==> src/rtl/rf_param.sv <==
// Parametrised register file: two registered read ports, one write port, optional
// write-to-read bypass, optional hardwired-zero R0 and a one-register-per-cycle clear sweep.
module rf_param #(
    parameter int DATA_W   = 32,
    parameter int ADDR_W   = 4,
    parameter int ZERO_REG = 1,
    parameter int BYPASS   = 1
) (
    input  logic              clk,
    input  logic              rst,
    input  logic [ADDR_W-1:0] read_rega,
    input  logic [ADDR_W-1:0] read_regb,
    input  logic              rd_en,
    input  logic [ADDR_W-1:0] write_reg,
    input  logic [DATA_W-1:0] write_data,
    input  logic              rf_we,
    input  logic              clr_req,
    output logic              clr_busy,
    output logic [DATA_W-1:0] rsa,
    output logic [DATA_W-1:0] rsb
);

    localparam int DEPTH = 1 << ADDR_W;

    typedef enum logic [0:0] {
        ST_IDLE  = 1'b0,
        ST_SWEEP = 1'b1
    } state_t;

    state_t              r_state;
    state_t              w_next_state;
    logic [ADDR_W-1:0]   r_ptr;
    logic [ADDR_W-1:0]   w_next_ptr;
    logic                r_clr_busy;
    logic                w_next_busy;
    logic [DATA_W-1:0]   r_mem [DEPTH];
    logic [DATA_W-1:0]   r_rsa;
    logic [DATA_W-1:0]   r_rsb;
    logic [DATA_W-1:0]   w_val_a;
    logic [DATA_W-1:0]   w_val_b;
    logic                w_wr_ok;
    logic                w_zero_wr;

    // Write acceptance: only while idle, and never into a hardwired-zero R0
    always_comb begin
        w_zero_wr = (ZERO_REG != 0) && (write_reg == {ADDR_W{1'b0}});
        w_wr_ok   = (r_state == ST_IDLE) && rf_we && !w_zero_wr;
    end

    // Value a read port captures at this edge; the sweep forces reads to zero
    function automatic logic [DATA_W-1:0] f_read_val(input logic [ADDR_W-1:0] addr);
        logic [DATA_W-1:0] val;
        if (r_state == ST_SWEEP) begin
            val = {DATA_W{1'b0}};
        end else if ((ZERO_REG != 0) && (addr == {ADDR_W{1'b0}})) begin
            val = {DATA_W{1'b0}};
        end else if ((BYPASS != 0) && w_wr_ok && (write_reg == addr)) begin
            val = write_data;
        end else begin
            val = r_mem[addr];
        end
        return val;
    endfunction

    // Read-port operand selection
    always_comb begin
        w_val_a = f_read_val(read_rega);
        w_val_b = f_read_val(read_regb);
    end

    // Clear-engine next state: start from IDLE on request, exit after the last register
    always_comb begin
        w_next_state = r_state;
        w_next_ptr   = r_ptr;
        w_next_busy  = r_clr_busy;
        case (r_state)
            ST_IDLE: begin
                if (clr_req) begin
                    w_next_state = ST_SWEEP;
                    w_next_ptr   = {ADDR_W{1'b0}};
                    w_next_busy  = 1'b1;
                end else begin
                    w_next_state = ST_IDLE;
                end
            end
            ST_SWEEP: begin
                w_next_ptr = r_ptr + ADDR_W'(1);
                if (r_ptr == {ADDR_W{1'b1}}) begin
                    w_next_state = ST_IDLE;
                    w_next_busy  = 1'b0;
                end else begin
                    w_next_state = ST_SWEEP;
                end
            end
            default: begin
                w_next_state = ST_IDLE;
                w_next_ptr   = {ADDR_W{1'b0}};
                w_next_busy  = 1'b0;
            end
        endcase
    end

    // Clear-engine state, pointer and busy flag
    always_ff @(posedge clk or posedge rst) begin
        if (rst) begin
            r_state    <= ST_IDLE;
            r_ptr      <= {ADDR_W{1'b0}};
            r_clr_busy <= 1'b0;
        end else begin
            r_state    <= w_next_state;
            r_ptr      <= w_next_ptr;
            r_clr_busy <= w_next_busy;
        end
    end

    // Register array: sweep clear takes priority over (and blocks) normal writes
    always_ff @(posedge clk or posedge rst) begin
        if (rst) begin
            for (int i = 0; i < DEPTH; i++) begin
                r_mem[i] <= {DATA_W{1'b0}};
            end
        end else if (r_state == ST_SWEEP) begin
            r_mem[r_ptr] <= {DATA_W{1'b0}};
        end else if (w_wr_ok) begin
            r_mem[write_reg] <= write_data;
        end else begin
            r_mem[0] <= r_mem[0];
        end
    end

    // Registered read ports with stall
    always_ff @(posedge clk or posedge rst) begin
        if (rst) begin
            r_rsa <= {DATA_W{1'b0}};
            r_rsb <= {DATA_W{1'b0}};
        end else if (rd_en) begin
            r_rsa <= w_val_a;
            r_rsb <= w_val_b;
        end else begin
            r_rsa <= r_rsa;
            r_rsb <= r_rsb;
        end
    end

    assign rsa      = r_rsa;
    assign rsb      = r_rsb;
    assign clr_busy = r_clr_busy;

endmodule

==> config.mk <==
export PLATFORM = sky130hd
export DESIGN_NAME = rf_param
export DESIGN_NICKNAME = d
export VERILOG_FILES = /design/src/rtl/rf_param.sv
export SDC_FILE = /design/constraint.sdc
export NUM_CORES = 1
export LEC_CHECK = 0
export ABC_CLOCK_PERIOD_IN_PS = 27900
export BUFFER_PORTS_ARGS = -buffer_cell sky130_fd_sc_hd__buf_2
export CAP_MARGIN = 20
export CORE_ASPECT_RATIO = 0.9
export CORE_MARGIN = 4
export CORE_UTILIZATION = 50
export DETAILED_ROUTE_END_ITERATION = 10
export GPL_TIMING_DRIVEN = 0
export PLACE_DENSITY_LB_ADDON = 0.2
export SYNTH_ARGS = -nofsm -noshare
export SYNTH_HDL_FRONTEND = slang
export SYNTH_SLANG_ARGS = --single-unit
==> constraint.sdc <==
create_clock -name clk -period 27.9 [get_ports clk]
set_input_delay 5.58 -clock clk [delete_from_list [all_inputs] [get_ports clk]]
set_output_delay 5.58 -clock clk [all_outputs]
set_load 0.005 [all_outputs]
Yosys cells after proc, flatten, opt, wreduce, memory -nomap -nowiden
Cells that the tools add are included.
W data, S select, Z words.
{"block": "classes", "addsub": 1, "order_cmp": 6, "n_eq_ne": 5, "mux": 28, "bitwise": 7, "reduce_logical": 12}
{"cell": "$and A512 B512 Y512", "n": 1}
{"cell": "$bwmux W512", "n": 1}
{"cell": "$mux W512", "n": 1}
{"cell": "$not A512 Y512", "n": 1}
{"cell": "$mux W480", "n": 1}
{"cell": "$mux W32", "n": 13}
{"cell": "$bmux W32 S4", "n": 2}
{"cell": "$demux W32 S4", "n": 2}
{"cell": "$ge A5 B5 Y1 const B", "n": 4}
{"cell": "$not A4 Y5", "n": 4}
{"cell": "$logic_not A4 Y1", "n": 3}
{"cell": "$lt A5 B1 Y1 const B", "n": 2}
{"cell": "$eq A4 B4 Y1", "n": 2}
{"cell": "$pmux W4 S2", "n": 1}
{"cell": "$logic_and A1 B1 Y1", "n": 6}
{"cell": "$add A4 B1 Y4 const B", "n": 1}
{"cell": "$eq A4 B4 Y1 const B", "n": 1}
{"cell": "$mux W1", "n": 4}
{"cell": "$mux W4", "n": 1}
{"cell": "$pmux W1 S2", "n": 2}
{"cell": "$ne A2 B1 Y1 const B", "n": 1}
{"cell": "$ne A2 B2 Y1 const B", "n": 1}
{"cell": "$reduce_and A2 Y1", "n": 1}
{"cell": "$reduce_bool A2 Y1", "n": 1}
{"cell": "other kinds (2)", "n": 2}
{"block": "totals", "reg_bits": 582, "in_bits": 49, "out_inout_bits": 65, "word_cells": 80}

Depth between registers and ports, before layout
Gate-level depths: netlist of the first run.
{"block": "depth", "depth_word": 8, "depth_mapped": 9}

Least setup slack after synthesis of the first run
No wires, ideal clock.
{"block": "synth_path", "path_type": "input to register", "startpoint": "input read_regb[1]", "endpoint": "register r_rsb[10] (netlist: rsb[10])", "setup_time_ns": 0.126, "t_arrival_ns": 7.152, "required_time_ns": 27.774, "setup_slack_ns": 20.622, "stages": 6, "path_cell_list": "buf_2 > buf_2 > mux4_2 > a211oi_1 > a211oi_1 > a221o_1"}
{"block": "synth_via", "elab_chain_cells": 7}
{"element": "start: declaration", "line_no": "12", "source": "input logic [ADDR_W-1:0] read_regb,"}
{"element": "$not A4 Y5 (implied by the code)", "line_no": "60", "source": "val = r_mem[addr];"}
{"element": "$bmux W32 S4", "line_no": "60"}
{"element": "$mux W32 (implied by the code) (2 in series)", "line_no": "60"}
{"element": "$mux W32", "line_no": "57", "source": "end else if ((BYPASS != 0) && w_wr_ok && (write_reg == addr)) begin"}
{"element": "$mux W32 *", "line_no": "55", "source": "end else if ((ZERO_REG != 0) && (addr == {ADDR_W{1'b0}})) begin"}
{"element": "$mux W32 *", "line_no": "53", "source": "if (r_state == ST_SWEEP) begin"}
{"element": "end signal: assignment", "line_no": "135", "source": "r_rsb <= {DATA_W{1'b0}};"}
{"element": "end signal: assignment", "line_no": "138", "source": "r_rsb <= w_val_b;"}
{"element": "end signal: assignment", "line_no": "141", "source": "r_rsb <= r_rsb;"}
{"element": "end: declaration", "line_no": "38", "source": "logic [DATA_W-1:0] r_rsb;"}
Mark *: on every way between the ends. The rest lies on a longest branch, timed or not. The select of a mux whose other input is x is not followed.
A chain may end at the register's enable or synchronous reset.

Worst setup path after layout of the first run
{"block": "layout_path", "startpoint": "input read_rega[0]", "endpoint": "register r_rsa[10] (netlist: rsa[10])"}
{"block": "layout_via", "elab_chain_cells": 7}
{"element": "start: declaration", "line_no": "11", "source": "input logic [ADDR_W-1:0] read_rega,"}
{"element": "$not A4 Y5 (implied by the code)", "line_no": "60"}
{"element": "$bmux W32 S4", "line_no": "60"}
{"element": "$mux W32 (implied by the code) (2 in series)", "line_no": "60"}
{"element": "$mux W32", "line_no": "57"}
{"element": "$mux W32 *", "line_no": "55"}
{"element": "$mux W32 *", "line_no": "53"}
{"element": "end signal: assignment", "line_no": "134", "source": "r_rsa <= {DATA_W{1'b0}};"}
{"element": "end signal: assignment", "line_no": "137", "source": "r_rsa <= w_val_a;"}
{"element": "end signal: assignment", "line_no": "140", "source": "r_rsa <= r_rsa;"}
{"element": "end: declaration", "line_no": "37", "source": "logic [DATA_W-1:0] r_rsa;"}
Marked as above.

==> impl_results.md, run 1 <==
* Vias post-DR at 23959
* Final non-filler cell area at 0.03335 mm2
* Most used flip-flop cell after synthesis: dfrtp_1
* Clock H-tree levels at 2
* Levels on crit path at 6
* Worst hold path class: reg2reg
* Dominant cell type by count on the critical path: clkbuf_1
* Reg2Reg Capture Point: r_mem[303]
* Chip Height at 240.0 um
* Average wire per standard cell at roughly 33 um
* Number of buffers inserted to repair setup after CTS at 0
* Worst setup skew after layout at approximately 0.022 ns
* Post-DP Area at between 0.03 and 0.04 mm2
* Number of nets at the end of the flow at around 2500
* Cts repair resizes at 0
* Final setup violation count at 0
* Port Buf Inserts at 71
* Capture endpoint of the worst hold path: rsa[22]
* DRC Markers at 0
* Post-synthesis cell area at around 0.03 mm2
* Standard-cell row count at 84
* Max-slew headroom at between 10% and 20%
* Slew at the pin closest to its max-slew limit at roughly 1.3 ns
* Power per unit of standard cell area at around 87 mW/mm2
* Post-route fraction of the period consumed by the critical path at between 20 and 30%
* Seq cells post-synth at 582
* Number of endpoints with negative hold slack in the final report at 0
* Area occupied by registers at approximately 0.015 mm2
* Worst hold stages at 1
* Via count of the first global-routing pass at ~24000
* Core Area at 0.05886 mm2
* Async S/R FF share, synth at 100.0%
* TritonCTS sink count at a little under 600
* Highest cell delay on the worst timing path at 0.90 ns
* Critical-path cell list: clkbuf_1 -> clkbuf_1 -> clkbuf_1 -> a211oi_1 -> a211oi_1 -> a221o_1
* # fillers at 4826
* Crit path max-delay family: buffers and inverters
* Die ar. at roughly 0.064 mm2
* GP Congestion at 1.052
* Sum of internal, switching and leakage power at about 2.9 mW
* Post-synthesis instance total at 2334
* Detail Placement HPWL at about 76000 um
* Synthesized netlist net count at around 2400
* Chip Width at between 200 and 300 um
* Endpoint kind of the worst setup timing path: flip-flop
* Post-synthesis sequential area ratio at between 40 and 50%
* Final number of max-transition violations at 0
* Kind of launch point of the worst setup path: input pin
* Worst endpoint data arrival time at ~8.5 ns
* Clock buffer depth at 3
* Root Buffer: clkbuf_16
* Growth of design area from synthesis to finish at 11.50%
* Peak supply drop at roughly 0.000056 V
* Critical-path cell with the highest stage delay: clkbuf_1
* Number of cells traversed by the worst register-to-register path at 6
* Hold path startpoint: rsa[22]
* Global-route usage over all layers at approximately 34%
* Syn avg cell area at roughly 13 um2
* Number of design-rule violations left by the first detailed-router iteration at about 3300
* Yosys warning count at 0
* Initial Utilization at approximately 50%
* Remaining antenna violation count at 0
* Worst Path Max Fanout at 10
* Leakage at roughly 15 nW
* Post-synth EDFFs at 0
* Overflow after GRT at 0
* Aggregate routed wire length at between 100000 and 150000 um
* Clock slew at the register clock pins of the worst setup and hold paths at about 0.07 ns
* IO Pins at between 100 and 150
* Pin count of the biggest net entering global routing at around 130
* Unrepaired setup endpoints after global routing: false
* Total of max-cap violations at 0
* Post-CTS Hold Fix Bufs at 0
* Global-route wire length before repair at 162300 um
* Netlist cell types at 44
* Antenna violations before repair at 2
* Outcome: finished, final reports clean
* Slack of the worst reg-to-reg path at 24.47 ns
* First-pass DRT Iterations at 6
* Highest clock frequency the design can meet at about 130 MHz
* Combined buffer and inverter count along the critical path at 3
* Path type of the worst setup path: in2reg
* Number of buffers added by the clock tree synthesis step at 60
* Worst reg2reg startpoint: r_state
* Min Tclk post-route at 7.946 ns
* CTS tree: done
* Required time at the worst-slack endpoint at between 20 and 30 ns
* Detail-routed via count per cell at 7.269
* Fraction of final layout cells sized beyond drive strength 1 at around a fifth
* Total area of multi-input combinational cells at 0.01399 mm2
* Setup_tns at 0 ns
* Clk_lat worst skew at 0.64 ns
[sequential cells by signal, summed over array words and instances (netlist names)]
signal    cells
clr_busy      1
r_mem       512
r_ptr         4
r_state       1
rsa          32
rsb          32
[cell families (layout without fill, tap and decap cells)]
kind of cell | count (synthesis) | count (layout) | synth area share (%)
simple gates | 197 | 197 | 3.631
flops | 582 | 582 | 48.70
mux | 415 | 415 | 19.86
xor+xnor | 10 | 10 | 0.2929
other cells | 0 | 2 | 0
compound gates | 820 | 820 | 22.84
buf+inv | 306 | 492 | 4.518
fa+ha+maj | 4 | 4 | 0.1673
[report_power, final]
group	internal [mW]	leakage (nW)	switching (mW)	total (mW)
registers	1.06	8.00	0.197	1.26
logic	0.374	6.31	0.422	0.795
clock network	0.473	0.987	0.360	0.832
total	1.91	15.3	0.978	2.89
[routing by layer]
metal	share of wire [%]	GRT usage, %	vias up
met5	0	0	-
met4	3.5	12.12	0
met3	14	12.65	255
met2	42	48.46	1741
met1	40	48.41	12399
li1	-	-	9564
[placed cells by master, fill, tap and decap left out, types with 4 or more instances in the layout]
master,instances
clkbuf_1,235
a211oi_1,124
xnor2_1,7
nand3b_1,5
clkbuf_16,61
mux4_2,130
o22ai_1,65
buf_2,128
mux2_2,126
bufinv_16,4
mux2i_1,159
clkinv_2,13
ha_1,4
a22o_1,448
buf_16,4
nor2b_1,98
nand2b_1,5
nor2_1,22
o21ai_0,34
buf_4,9
buf_6,13
a21oi_1,16
a221o_1,125
clkbuf_8,13
dfrtp_1,582
nand2_1,44
[Yosys cell counts (5+ instances only)]
master	number	share of area, %
dfrtp_1	582	49
a22o_1	448	13
clkbuf_1	221	2.8
mux2i_1	159	5.3
mux4_2	130	9.8
mux2_2	126	4.7
a221o_1	125	4.2
a211oi_1	124	3.1
nor2b_1	98	2.0
o22ai_1	65	1.4
buf_2	57	0.95
nand2_1	44	0.55
o21ai_0	34	0.57
nor2_1	22	0.28
a21oi_1	16	0.27
buf_6	13	0.49
buf_4	9	0.23
xnor2_1	7	0.20
nand2b_1	5	0.10
nand3b_1	5	0.13
[layout make-up]
cell class / count / share of cell area [%]
tap: 774 / 2.904
clock inverter: 23 / 0.7054
multi-input combinational: 1446 / 41.96
inverter: 6 / 0.09005
clock buffer: 88 / 5.272
buffer: 300 / 3.985
antenna: 2 / 0.01501
timing repair buffer: 75 / 1.396
sequential: 582 / 43.67
[worst max path at each step]
stage                  to          from
2_1_floorplan    clr_busy           rst
3_3_place_gp   r_mem[304]           rst
3_5_place_dp   r_mem[307]         rf_we
4_1_cts        r_mem[303]         rf_we
5_1_grt        r_mem[143]         rf_we
6_report          rsa[10]  read_rega[0]
[through the flow]
step                      util (%)  worst slack [ns]  std cells  hold WS (ns)
after floorplan                  -             6.035       2334        0.4767
after global placement       53.06            0.2504       3179        0.4938
after detailed placement     53.26             19.48       3183        0.4971
after CTS                    56.65             20.14       3294        0.5133
after global routing         56.65             19.92       3295        0.5230
final                        56.66             19.95       3296        0.5124
Note: power is estimated with default switching activity, not from simulation.
==> run 2, diff against run 1 <==
ABC_CLOCK_PERIOD_IN_PS = 8210   (was 27900)
clock period = 8.21 ns   (was 27.9 ns; I/O delays follow)
==> run 2 against run 1 <==
  * Sequential share of layout area fell by 0.34 points
  * Wire length rose by 2.2%
  * Highest routed layer is now met5
  * Register-to-register slack got worse by 20 ns
  * Sequential cell count did not move
  * Hold slack barely moved
  * Setup slack got worse by 16 ns
  * Critical endpoint is now rsa[18]
  * Clock skew rose by 0.0040 ns
  * Clock-buffer cell count rose by 1
  * Final area rose by 0.78%
  * Largest cell class unchanged
  * Sequential power rose to 3.4 times the previous value
  * Cell count rose by 0.27%
  * Power rose to 3.4 times the previous value
==> impl_results.md, run 2 (synthesis results as in run 1) <==
* Clk_lat worst skew at between 0.6 and 0.7 ns
* Antenna violations before repair at 2
* Crit path max-delay family: buffers and inverters
* Clock H-tree levels at 2
* Clock buffer depth at 3
* Unrepaired setup endpoints after global routing: false
* Largest Register: r_mem
* Overflow after GRT at 0
* Fraction of final layout cells sized beyond drive strength 1 at around 21%
* Total of max-cap violations at 0
* Endpoint kind of the worst setup timing path: flip-flop
* Root Buffer: clkbuf_16
* Dominant cell type by count on the critical path: clkbuf_1
* Reg2Reg Capture Point: r_mem[370]
* Final worst setup slack at 4.128 ns
* Most frequent standard cell in the layout excluding fill and tap cells: dfrtp_1
* Final setup violation count at 0
* Detail Placement HPWL at about 80000 um
* Setup_tns at 0 ns
* Final std cells w/o fill at around 3300
* IO Pins at ~110
* Global-route wire length before repair at 164900 um
* Critical-path cell with the highest stage delay: clkbuf_1
* Chip Height at 240.0 um
* Capture endpoint of the worst hold path: rsb[30]
* Required time at the worst-slack endpoint at about 9 ns
* Met2 usage in global routing at approximately 49%
* Via count of the first global-routing pass at approximately 24000
* Number of buffers inserted to repair setup after CTS at 0
* Leakage at 15.41 nW
* Vias post-DR at 24056
* Final non-filler cell area at 0.03361 mm2
* Core Area at approximately 0.059 mm2
* Peak supply drop at between 0.00015 and 0.0002 V
* Kind of launch point of the worst setup path: input pin
* Worst endpoint data arrival time at roughly 4.7 ns
* Most heavily used metal layer in global routing: met1
* Chip Width at about 270 um
* Post-placement cell count at ~3200
* Final Util at 57.10%
* Max-slew headroom at between 10 and 15%
* GP Congestion at between 0.9 and 1
* Final number of max-transition violations at 0
* Final Hold Slack at between 0.5 and 0.6 ns
* Post-route fraction of the period consumed by the critical path at 49.72%
* Post-CTS Hold Fix Bufs at 0
* Power per unit of standard cell area at 294.6 mW/mm2
* Number of design-rule violations left by the first detailed-router iteration at about 3200
* TritonCTS sink count at 582
* Detail-routed via count per cell at between 7 and 8
* Worst setup skew after layout at about 0.026 ns
* Met1 Usage GRT at 48.92%
* Worst reg2reg startpoint: r_state
* Pin count of the biggest net entering global routing at 45
* Worst setup slack after placement at about 3.7 ns
* Critical-path cell list: clkbuf_1 -> clkbuf_1 -> clkbuf_1 -> a211oi_1 -> a211oi_1 -> a221o_1
* Global-route usage over all layers at a little over a third
* Die ar. at 0.06380 mm2
* Number of buffers added by the clock tree synthesis step at roughly 60
* Worst hold stages at 1
* Highest cell delay on the worst timing path at 1.00 ns
* Path type of the worst setup path: in2reg
* Commonest cells after routing, fill and taps aside: 582 x dfrtp_1, 448 x a22o_1, 235 x clkbuf_1, 159 x mux2i_1, 130 x mux4_2
* DRC Markers at 0
* Min Tclk post-route at 4.082 ns
* Worst hold path class: reg2reg
* Standard-cell row count at 84
* Number of nets at the end of the flow at around 2500
* Post-DP Area at ~0.032 mm2
* Growth of design area from synthesis to finish at 12.37%
* Combined buffer and inverter count along the critical path at 3
* Aggregate routed wire length at 112600 um
* CTS tree: done
* Worst Path Max Fanout at 10
* Levels on crit path at 6
* Max reg flops at roughly 510
* Number of cells traversed by the worst register-to-register path at 6
* Outcome: finished, final reports clean
* Initial Utilization at approximately 51%
* Number of endpoints with negative hold slack in the final report at 0
* Remaining antenna violation count at 0
* Clock slew at the register clock pins of the worst setup and hold paths at around 0.060 ns
* Sum of internal, switching and leakage power at about 9.9 mW
* Port Buf Inserts at slightly above 70
* # fillers at 4800
* First-pass DRT Iterations at 5
* Met3 routing resource usage after global routing at between 10% and 20%
* Hold path startpoint: rsb[30]
* Slack of the worst reg-to-reg path at 4.78 ns
* Slew at the pin closest to its max-slew limit at ~1.3 ns
* Highest clock frequency the design can meet at 245.0 MHz
* Cts repair resizes at 0
* Average wire per standard cell at 34.06 um
run 2: worst max-delay path by stage:
stage | slack, ns | end | startpoint
floorplan | -1.36 | clr_busy | rst
global placement | -4.51 | r_mem[304] | rst
detailed placement | 3.69 | rsa[18] | read_rega[0]
CTS | 4.36 | rsa[18] | read_rega[0]
global route | 4.22 | rsa[18] | read_rega[0]
finish | 4.13 | rsa[18] | read_rega[0]
run 2: final cells by class:
type                    count  area [um2]  share of cell area (%)
flip-flops and latches    582       14560                   43.34
multi-input cells        1446       13990                   41.64
clock buffers              89        1772                   5.272
plain buffers             300        1329                   3.954
well taps                 774       968.4                   2.882
repair buffers             88       694.4                   2.066
clock inverters            18       255.2                  0.7595
inverters                   6       26.28                 0.07819
diodes                      2       5.005                 0.01489
run 2: worst reg2reg max path, cell delays in order, from the launching register on:
cell and delay [ns]:
dfrtp_1 0.50, nor2b_1 0.49, nand3b_1 0.32, nor3_2 0.72, a21oi_1 0.39, clkbuf_1 0.55
a22o_1 0.36
run 2: where the power goes:
part	total [mW]	switching, mW	leakage, nW	internal [mW]
registers	4.29	0.671	8.00	3.62
clock network	2.89	1.22	1.00	1.67
logic	2.72	1.44	6.41	1.28
run 2: layer usage:
layer / up-vias / part of all wire [%]
li1: 9565 / -
met1: 12513 / 40
met2: 1694 / 42
met3: 279 / 13
met4: 5 / 4.2
met5: - / 0.099
